`src/rtl/axi4lite_pkg.sv`:
```
// axi4lite_pkg
//   Shared definitions for the AXI4-Lite master: default bus widths,
//   response codes and the master FSM state type.
package axi4lite_pkg;

    localparam int AXI_ADDR_WIDTH_DEF = 32;
    localparam int AXI_DATA_WIDTH_DEF = 32;

    localparam logic [1:0] AXI_RESP_OKAY   = 2'b00;
    localparam logic [1:0] AXI_RESP_EXOKAY = 2'b01;
    localparam logic [1:0] AXI_RESP_SLVERR = 2'b10;
    localparam logic [1:0] AXI_RESP_DECERR = 2'b11;

    typedef enum logic [2:0] {
        ST_IDLE    = 3'd0,
        ST_WR      = 3'd1,  // AW and W in flight
        ST_WR_RESP = 3'd2,
        ST_RD_ADDR = 3'd3,
        ST_RD_DATA = 3'd4,
        ST_RSP     = 3'd5
    } mst_state_e;

endpackage

```
`src/rtl/axi4lite_master.sv`:
```
// axi4lite_master
//   Command-driven AXI4-Lite master, one transaction outstanding.
//   cmd_*  : valid/ready request port (write flag, byte address, write data)
//   rsp_*  : valid/ready response port (write echo, read data, raw RESP code)
//   AW/W/B/AR/R : AXI4-Lite master-side channels
//   A_CLK rising edge; A_RST synchronous, active-high.
//   Optional macro AXI4LITE_MASTER_WSTRB_EN adds cmd_wstrb / W_STRB.
//   All AXI VALID/READY and rsp_valid outputs are registered and derived
//   from the next state, so no VALID ever depends combinationally on a READY.
module axi4lite_master
    import axi4lite_pkg::*;
#(
    parameter int AXI_ADDR_WIDTH = AXI_ADDR_WIDTH_DEF,
    parameter int AXI_DATA_WIDTH = AXI_DATA_WIDTH_DEF
) (
    input  logic                      A_CLK,
    input  logic                      A_RST,
    // command port
    input  logic                      cmd_valid,
    output logic                      cmd_ready,
    input  logic                      cmd_write,
    input  logic [AXI_ADDR_WIDTH-1:0] cmd_addr,
    input  logic [AXI_DATA_WIDTH-1:0] cmd_wdata,
`ifdef AXI4LITE_MASTER_WSTRB_EN
    input  logic [AXI_DATA_WIDTH/8-1:0] cmd_wstrb,
`endif
    // response port
    output logic                      rsp_valid,
    input  logic                      rsp_ready,
    output logic                      rsp_write,
    output logic [AXI_DATA_WIDTH-1:0] rsp_rdata,
    output logic [1:0]                rsp_resp,
    // AXI4-Lite write channels
    output logic                      AW_VALID,
    input  logic                      AW_READY,
    output logic [AXI_ADDR_WIDTH-1:0] AW_ADDR,
    output logic                      W_VALID,
    input  logic                      W_READY,
    output logic [AXI_DATA_WIDTH-1:0] W_DATA,
`ifdef AXI4LITE_MASTER_WSTRB_EN
    output logic [AXI_DATA_WIDTH/8-1:0] W_STRB,
`endif
    input  logic                      B_VALID,
    output logic                      B_READY,
    input  logic [1:0]                B_RESP,
    // AXI4-Lite read channels
    output logic                      AR_VALID,
    input  logic                      AR_READY,
    output logic [AXI_ADDR_WIDTH-1:0] AR_ADDR,
    input  logic                      R_VALID,
    output logic                      R_READY,
    input  logic [AXI_DATA_WIDTH-1:0] R_DATA,
    input  logic [1:0]                R_RESP
);

    mst_state_e                state_q, state_d;
    logic [AXI_ADDR_WIDTH-1:0] addr_q, addr_d;
    logic [AXI_DATA_WIDTH-1:0] wdata_q, wdata_d;
    logic                      write_q, write_d;
    logic                      aw_done_q, aw_done_d;
    logic                      w_done_q, w_done_d;
    logic [AXI_DATA_WIDTH-1:0] rdata_q, rdata_d;
    logic [1:0]                resp_q, resp_d;
    logic                      aw_valid_q, aw_valid_d;
    logic                      w_valid_q, w_valid_d;
    logic                      b_ready_q, b_ready_d;
    logic                      ar_valid_q, ar_valid_d;
    logic                      r_ready_q, r_ready_d;
    logic                      rsp_valid_q, rsp_valid_d;
`ifdef AXI4LITE_MASTER_WSTRB_EN
    logic [AXI_DATA_WIDTH/8-1:0] wstrb_q, wstrb_d;
`endif

    always_comb begin
        state_d   = state_q;
        addr_d    = addr_q;
        wdata_d   = wdata_q;
        write_d   = write_q;
        aw_done_d = aw_done_q;
        w_done_d  = w_done_q;
        rdata_d   = rdata_q;
        resp_d    = resp_q;
`ifdef AXI4LITE_MASTER_WSTRB_EN
        wstrb_d   = wstrb_q;
`endif
        case (state_q)
            ST_IDLE: begin
                if (cmd_valid) begin
                    addr_d    = cmd_addr;
                    wdata_d   = cmd_wdata;
                    write_d   = cmd_write;
`ifdef AXI4LITE_MASTER_WSTRB_EN
                    wstrb_d   = cmd_wstrb;
`endif
                    aw_done_d = 1'b0;
                    w_done_d  = 1'b0;
                    state_d   = cmd_write ? ST_WR : ST_RD_ADDR;
                end
            end
            ST_WR: begin
                // AW and W complete independently, possibly in the same cycle
                aw_done_d = aw_done_q | (aw_valid_q & AW_READY);
                w_done_d  = w_done_q  | (w_valid_q  & W_READY);
                if (aw_done_d && w_done_d) state_d = ST_WR_RESP;
            end
            ST_WR_RESP: begin
                if (B_VALID) begin
                    rdata_d = '0;
                    resp_d  = B_RESP;
                    state_d = ST_RSP;
                end
            end
            ST_RD_ADDR: begin
                if (AR_READY) state_d = ST_RD_DATA;
            end
            ST_RD_DATA: begin
                if (R_VALID) begin
                    rdata_d = R_DATA;
                    resp_d  = R_RESP;
                    state_d = ST_RSP;
                end
            end
            ST_RSP: begin
                if (rsp_ready) state_d = ST_IDLE;
            end
            default: state_d = ST_IDLE;
        endcase

        // Channel strobes follow the state being entered, keeping them registered
        aw_valid_d  = (state_d == ST_WR) && !aw_done_d;
        w_valid_d   = (state_d == ST_WR) && !w_done_d;
        b_ready_d   = (state_d == ST_WR_RESP);
        ar_valid_d  = (state_d == ST_RD_ADDR);
        r_ready_d   = (state_d == ST_RD_DATA);
        rsp_valid_d = (state_d == ST_RSP);
    end

    always_ff @(posedge A_CLK) begin
        if (A_RST) begin
            state_q     <= ST_IDLE;
            addr_q      <= '0;
            wdata_q     <= '0;
            write_q     <= 1'b0;
            aw_done_q   <= 1'b0;
            w_done_q    <= 1'b0;
            rdata_q     <= '0;
            resp_q      <= '0;
            aw_valid_q  <= 1'b0;
            w_valid_q   <= 1'b0;
            b_ready_q   <= 1'b0;
            ar_valid_q  <= 1'b0;
            r_ready_q   <= 1'b0;
            rsp_valid_q <= 1'b0;
`ifdef AXI4LITE_MASTER_WSTRB_EN
            wstrb_q     <= '0;
`endif
        end else begin
            state_q     <= state_d;
            addr_q      <= addr_d;
            wdata_q     <= wdata_d;
            write_q     <= write_d;
            aw_done_q   <= aw_done_d;
            w_done_q    <= w_done_d;
            rdata_q     <= rdata_d;
            resp_q      <= resp_d;
            aw_valid_q  <= aw_valid_d;
            w_valid_q   <= w_valid_d;
            b_ready_q   <= b_ready_d;
            ar_valid_q  <= ar_valid_d;
            r_ready_q   <= r_ready_d;
            rsp_valid_q <= rsp_valid_d;
`ifdef AXI4LITE_MASTER_WSTRB_EN
            wstrb_q     <= wstrb_d;
`endif
        end
    end

    assign cmd_ready = (state_q == ST_IDLE);
    assign rsp_valid = rsp_valid_q;
    assign rsp_write = write_q;
    assign rsp_rdata = rdata_q;
    assign rsp_resp  = resp_q;
    assign AW_VALID  = aw_valid_q;
    assign AW_ADDR   = addr_q;
    assign W_VALID   = w_valid_q;
    assign W_DATA    = wdata_q;
    assign B_READY   = b_ready_q;
    assign AR_VALID  = ar_valid_q;
    assign AR_ADDR   = addr_q;
    assign R_READY   = r_ready_q;
`ifdef AXI4LITE_MASTER_WSTRB_EN
    assign W_STRB    = (state_q == ST_WR) ? wstrb_q : '0;
`endif

endmodule

```
`config.mk`:
```
export PLATFORM = sky130hd
export DESIGN_NAME = axi4lite_master
export DESIGN_NICKNAME = d
export VERILOG_FILES = /design/src/rtl/axi4lite_pkg.sv /design/src/rtl/axi4lite_master.sv
export SDC_FILE = /design/constraint.sdc
export NUM_CORES = 1
export LEC_CHECK = 0
export BUFFER_PORTS_ARGS = -buffer_cell sky130_fd_sc_hd__buf_2
export CAP_MARGIN = 20
export CORE_ASPECT_RATIO = 1.1
export CORE_UTILIZATION = 25
export CTS_BUF_LIST = sky130_fd_sc_hd__clkbuf_8
export CTS_CLUSTER_DIAMETER = 60
export DETAILED_ROUTE_END_ITERATION = 7
export GPL_ROUTABILITY_DRIVEN = 1
export PLACE_DENSITY = 0.49
export SETUP_SLACK_MARGIN = 0.15
export SYNTH_ARGS = -nofsm -noshare
export SYNTH_HDL_FRONTEND = slang
export SYNTH_SLANG_ARGS = --single-unit
```
`constraint.sdc`:
```
create_clock -name A_CLK -period 1.4 [get_ports A_CLK]
set_input_delay 0.07 -clock A_CLK [delete_from_list [all_inputs] [get_ports A_CLK]]
set_output_delay 0.07 -clock A_CLK [all_outputs]
set_load 0.005 [all_outputs]
```
==> results of run 1 <==
-- worst paths after layout --
path                 start            end  slack, ns  cells past startpoint
max             state_q[0]   rsp_rdata[3]      -0.08                      6
min               AW_READY      aw_done_q       0.08                      3
max reg2reg     state_q[0]   rsp_rdata[3]      -0.08                      6
min reg2reg  rsp_rdata[20]  rsp_rdata[20]       0.46                      2
-- what timing repair did --
action,CTS,global route
resized for setup,45,181
pin swaps,8,86
cloned,0,12
hold buffers,101,0
setup endpoints to repair,108,110
setup buffers,3,10
endpoints found under the hold margin,99,0
-- power by group through the flow --
stage / Clock, mW / Sequential (mW) / Combinational, mW
2_1_floorplan: 0 / 3.52 / 0.773
3_5_place_dp: 0 / 3.50 / 1.37
5_1_grt: 2.23 / 3.48 / 2.40
4_1_cts: 2.12 / 3.43 / 1.67
3_3_place_gp: 0 / 3.50 / 1.37
6_report: 2.00 / 3.45 / 2.24
-- tightest hold or removal path: stages --
cell and delay, ns:
buf_2 0.09, a31oi_1 0.08, nor3_1 0.16
-- placed cells by master, fill, tap and decap left out, drive strengths merged, types with 2 or more instances in the layout --
| master | instances |
|---|---|
| buf | 298 |
| nand2 | 165 |
| dfxtp | 110 |
| a21oi | 103 |
| dlygate4sd3 | 101 |
| nand3 | 32 |
| clkbuf | 19 |
| nor2 | 10 |
| nand2b | 6 |
| nor3 | 5 |
| inv | 4 |
| nor4 | 3 |
| o21ai | 2 |
| a311oi | 2 |
| a31oi | 2 |
| nor4b | 2 |
-- cell type report --
| cell class | instances | area, um^2 | share of cell area, % |
|---|---|---|---|
| tap | 204 | 255 | 3.14 |
| antenna | 1 | 2.50 | 0.0308 |
| clock inverter | 5 | 50.0 | 0.617 |
| multi-input combinational | 342 | 2370 | 29.2 |
| clock buffer | 11 | 151 | 1.87 |
| timing repair buffer | 407 | 3060 | 37.7 |
| inverter | 2 | 7.51 | 0.0925 |
| sequential | 110 | 2220 | 27.3 |
-- per-layer routing --
metal  part of all wire [%]  wire length, um
met2                     51             7890
met1                     42             6510
met3                    5.1              790
met5                      0                0
met4                    2.2              341
-- stage by stage --
step	hold slack, ns	util [%]	total power [mW]
final	0.0792	49.4	7.68
after global routing	0.0500	49.4	8.11
after CTS	0.0410	43.2	7.22
after detailed placement	0.317	34.8	4.87
after global placement	0.314	34.8	4.87
after floorplan	0.206	-	4.29
-- cell families after synthesis --
group,Yosys count
buf+inv,72
simple gates,226
compound gates,115
mux,1
flops,110
-- flip-flops by register name, summed over array words and instances, names as in the netlist, 2 cells and up --
register and flops:
AR_ADDR 32, W_DATA 32, rsp_rdata 32, state_q 3, rsp_resp 2
==> results.md, run 1 <==
* Final nets at 982
* Compound-Gate Fraction of Synth Area at about 15%
* Wire per inst at ~14 um
* Placed cell areas at 5720 um^2
* Adder-cell area share of the yosys netlist at 0%
* XOR/XNOR share of the synthesized area at 0%
* DPL Wire Length at between 9 and 10 mm
* Clock share of power at 26.0%
* GRT busiest layer: met2
* Final Max Slew Viols at 0
* Leak Pwr at 3.68 nW
* Failing checks: setup timing
* Largest family of logic cells by synthesized area: simple AND/OR/NAND/NOR gates
* Status: finished, violations left
* Power Density at approximately 950 nW/um^2
* Post-synthesis simple-gate area fraction at about 22%
* CP Max Fanout at 8
* Endpoints failing setup at 49
* Num rows at between 40 and 50
* Cell family with most CP delay: compound AO/OA/AOI/OAI gates
* Worst setup margin at -0.0784 ns
* Design area at 8120 um^2
* Sw frac at 29.5%
* Largest area contributor in the netlist: dfxtp_1
* Die height at 138 um
* IO Count at 248
* Area of the mapped netlist at 4230 um^2
* Setup TNS at -1.34 ns
* Number of global-route vias before repair at 4396
* Placed insts at 939
* RSZ-0062 raised after global routing: yes
* Area grow syn2layout at 91.8%
* Peak supply drop at approximately 0.56 mV
* Clock Sinks at 110
* GRT met2 Usage at around 28%
* Clock slew at reported path FFs at around 0.11 ns
* Hold crit path type: in -> reg
* Clock Tree Buf Depth at 2
* Initial antenna violation count at 1
* Dominant cells by area after synthesis: dfxtp_1, nand2_1, a21oi_1
* Most common cell in the netlist: nand2_1
* Cells after Synth at between 500 and 600
* M1 GR Usage at 17.6%
* Gp weighted congestion at 0.730
* CP Capture Type: flip-flop
* Share of the synthesized area in the top cell type at 52.0%
* Yosys cell types at 28
* Sequential share of the synthesized area at 52.0%
* Routed WL at 15.5 mm
* Routing usage on met3 at between 3 and 4%
* CP arrival at 1.74 ns
* DR pass1 iterations at 4
* IO Port Bufs at 247
* Die W at 126 um
* TritonCTS Buffers at 9
* Grt total ovfl at 0
* Worst-skew pair later-pin latency at 0.38 ns
* Initial Util at 25.8%
* Most frequent cells after synthesis: nand2_1, dfxtp_1, a21oi_1
* Sequential power share at 44.9%
* Final Critical Period at approximately 1.5 ns
* GRT Util Overall at about 16%
* Max Clk Rate at slightly below 0.7 GHz
* Avg Cell Area, Syn at 8.08 um^2
* Crit path largest cell delay at roughly 0.4 ns
* Slew @ Worst Pin at 0.459 ns
* WP buf/inv at 3
* Critical path, cell by cell: buf_6, o32a_4, buf_4, clkbuf_16, nand2_1, a21oi_2
* Share of cells above drive strength 1 at roughly 56%
* FILL cells at 1522
* Seq cells post-synth at 110
* Die area at around 17000 um^2
* WP data required at 1.66 ns
* Post-synth net total at 634
* Clk root buf: clkbuf_8
* Max-Cap Viols at 0
* Critical path launch point type: flip-flop
* YS warnings at 0
* Post-synth EDFFs at 0
* Critical path class: reg -> reg
* First-pass GRT wire length at approximately 22 mm
* Ys async rst share at 0%
* CTS tree: built
* H-tree level count at 3
* Worst Skew at 0.0118 ns
* CORE AREA at 16400 um^2
* Post-synth top flop: dfxtp_1
* Slowest CP cell: o32a_4
* Largest net degree at the start of global routing at 37
* Slew HR at a little over two thirds
* Comb pwr share at 29.1%
* Layout Cells excl Fill at roughly 1100
* Antenna viol nets, final at 0
* Internal power at 5.42 mW
* Pre-CTS WS at -0.0725 ns
* Initial DRC count at about 150
* Final Hold Violating Endpoints at 0
* Via/cell ratio at approximately 4.4
* Switching power total at 2.26 mW
* Period utilization at 106%
* DRC Markers at 0
* Mux cell area share after synthesis at 0.236%
* Via Count at 4800
(Power assumes the default switching activity.)
==> run 2, diff against run 1 <==
Settings changed: CELL_PAD_IN_SITES_DETAIL_PLACEMENT set to 1, CELL_PAD_IN_SITES_GLOBAL_PLACEMENT set to 1, CTS_CLUSTER_DIAMETER 60 to unset, PLACE_DENSITY 0.49 to 0.67.
==> run 2 against run 1 <==
The flow still finishes with violations (setup timing); clock-buffer cell count stayed put; clock skew is 0.0023 ns lower; first-iteration DRC count down 7.4%; combinational power is 4% higher; fmax decreased by 3.2%; largest cell class unchanged; global-route usage increased by 4.3 points; sequential cell count unchanged; final area is 2.0% higher; power down 0.24%; sequential share of layout area fell by 0.51 points; clock power decreased by 6%; wire length grew 27%.
==> results.md, run 2 (synthesis results as in run 1) <==
* Num rows at 49 (unchanged)
* Final Critical Period at 1.53 ns (+0.0483 ns)
* FILL cells at 1873 (+23%)
* Pre-CTS WS at -0.199 ns (-0.127 ns)
* Utilization after layout at 50.4% (+0.97 points)
* Gp weighted congestion at 0.721 (-1.3%)
* Die area at 17500 um^2 (unchanged)
* Via/cell ratio at 4.74 (+6.8%)
* WP data required at 1.68 ns (+0.02 ns)
* Clock Sinks at 110 (unchanged)
* First-pass GRT wire length at 27.3 mm (+26%)
* Share of cells above drive strength 1 at 57.6% (+1.7 points)
* Initial DRC count at 137 (-7.4%)
* Clock Tree Buf Depth at 2 (unchanged)
* Via Count at 5127 (+6.8%)
* Max-Cap Viols at 0 (unchanged)
* Endpoints failing setup at 94 (+92%)
* Area grow syn2layout at 95.5%
* Routed WL at 19.7 mm (+27%)
* Leak Pwr at 3.67 nW (about the same)
* DPL Wire Length at 10.7 mm (+18%)
* Placed insts at 931 (-0.85%)
* Initial antenna violation count at 4 (+3)
* Wire per inst at 18.2 um (+27%)
* Hold crit path type: in -> reg
* Worst setup margin at -0.127 ns (-0.0483 ns)
* Grt total ovfl at 0 (unchanged)
* Period utilization at 109% (+3.4 points)
* Commonest non-fill, non-tap cell in the layout: buf_2
* Setup crit start: state_q[1]
* Power Density at 926 nW/um^2 (-2.2%)
* Slew HR at 65.1% (-4.3 points)
* Slew @ Worst Pin at 0.523 ns (+0.0640 ns)
* Final nets at 979 (-0.31%)
* Layout Cells excl Fill at 1082 (unchanged)
* Die height at 138 um (unchanged)
* Antenna viol nets, final at 0 (unchanged)
* Initial Util at 25.8% (unchanged)
* Largest net degree at the start of global routing at 51 (+38%)
* Max Clk Rate at 0.655 GHz (-3.2%)
* Die W at 126 um (unchanged)
* Failing checks: setup timing
* CP arrival at 1.81 ns (+0.07 ns)
* DRC Markers at 0 (unchanged)
* CP Max Fanout at 5 (-3)
* IO Port Bufs at 247 (unchanged)
* Critical path class: reg -> reg
* TritonCTS Buffers at 9 (unchanged)
* Commonest non-fill, non-tap cells in the layout: buf_2, nand2_1, dfxtp_1
* Clk root buf: clkbuf_8
* CTS tree: built
* GRT Util Overall at 19.9% (+4.3 points)
* Placed cell areas at 5600 um^2 (-2.1%)
* Design area at 8280 um^2 (+2.0%)
* RSZ-0062 raised after global routing: yes
* Clock slew at reported path FFs at 0.10 ns (about the same)
* DR pass1 iterations at 4 (unchanged)
* Peak supply drop at 0.441 mV (-21%)
* CORE AREA at 16400 um^2 (unchanged)
* Critical path launch point type: flip-flop
* Final Hold Violating Endpoints at 0 (unchanged)
* Critical register-to-register path startpoint: state_q[1]
* H-tree level count at 3 (unchanged)
* Worst-skew pair later-pin latency at 0.38 ns (about the same)
* IO Count at 248 (unchanged)
* CP Capture Type: flip-flop
* Worst Skew at 0.00954 ns (-0.00229 ns)
* Final Max Slew Viols at 0 (unchanged)
* Status: finished, violations left
* Number of global-route vias before repair at 5360 (+22%)
* Worst hold start: B_RESP[1]
[run 2: cell types whose count changed in the layout (fill, tap and decap cells not counted), moves of 5 or more]
cell	previous run	this run
buf_16	0	5
nand3_4	3	8
nand2_1	90	112
a21oi_1	49	31
nand2_2	42	19
nand3_2	9	23
nand3_1	20	1
a21oi_2	54	72
[run 2: worst paths after layout]
path | end | slack [ns] | depth (start not counted)
worst min-delay path | rsp_resp[1] | 0.05 | 3
worst max-delay path | AW_VALID | -0.13 | 6
worst max register to register | AW_VALID | -0.13 | 6
worst min register to register | rsp_rdata[13] | 0.46 | 2
[run 2: cell type report]
type                            instances  area, um^2  area share, %
Timing Repair Buffer                  404        3070           37.1
Multi-Input combinational cell        342        2520           30.5
Sequential cell                       110        2220           26.8
Tap cell                              204         255           3.08
Clock buffer                           11         151           1.83
Clock inverter                          5        35.0          0.423
Antenna cell                            4        10.0          0.121
Inverter                                2        7.51         0.0907
[run 2: repair_timing]
action	CTS	global route
cloned	6	5
hold buffers	100	0
resized for setup	68	198
pin swaps	50	105
endpoints found under the hold margin	99	0
setup endpoints to repair	108	111
setup buffers	15	5
[run 2: worst max-delay path, cell delays in order, from the launching register on]
cell	delay [ns]
dfxtp_4	0.38
nand2b_4	0.17
buf_6	0.12
o32a_4	0.35
o2111ai_4	0.12
nor2_4	0.09
nor4_2	0.21
[run 2: per-layer routing]
layer,track usage (%),wire [um],vias up
met3,4.26,954,62
met1,20.3,7270,2473
li1,-,-,2401
met2,36.6,10600,191
met5,0,0,-
met4,12.2,872,0
[run 2: per-stage QoR]
| stage | total power, mW | TNS [ns] | hold slack (ns) |
|---|---|---|---|
| floorplan | 4.29 | 0 | 0.206 |
| global placement | 4.76 | -2.06 | 0.311 |
| detailed placement | 4.82 | -9.23 | 0.318 |
| CTS | 7.22 | -3.04 | 0.00158 |
| global route | 8.03 | -12.04 | 0.0414 |
| finish | 7.66 | -5.62 | 0.0511 |
[run 2: power by group]
part	total (mW)	leakage [nW]	switching, mW	internal [mW]
clock	1.88	0.101	1.13	0.748
sequential	3.46	0.900	0.140	3.32
combinational	2.33	2.67	1.14	1.19
total	7.66	3.67	2.41	5.26
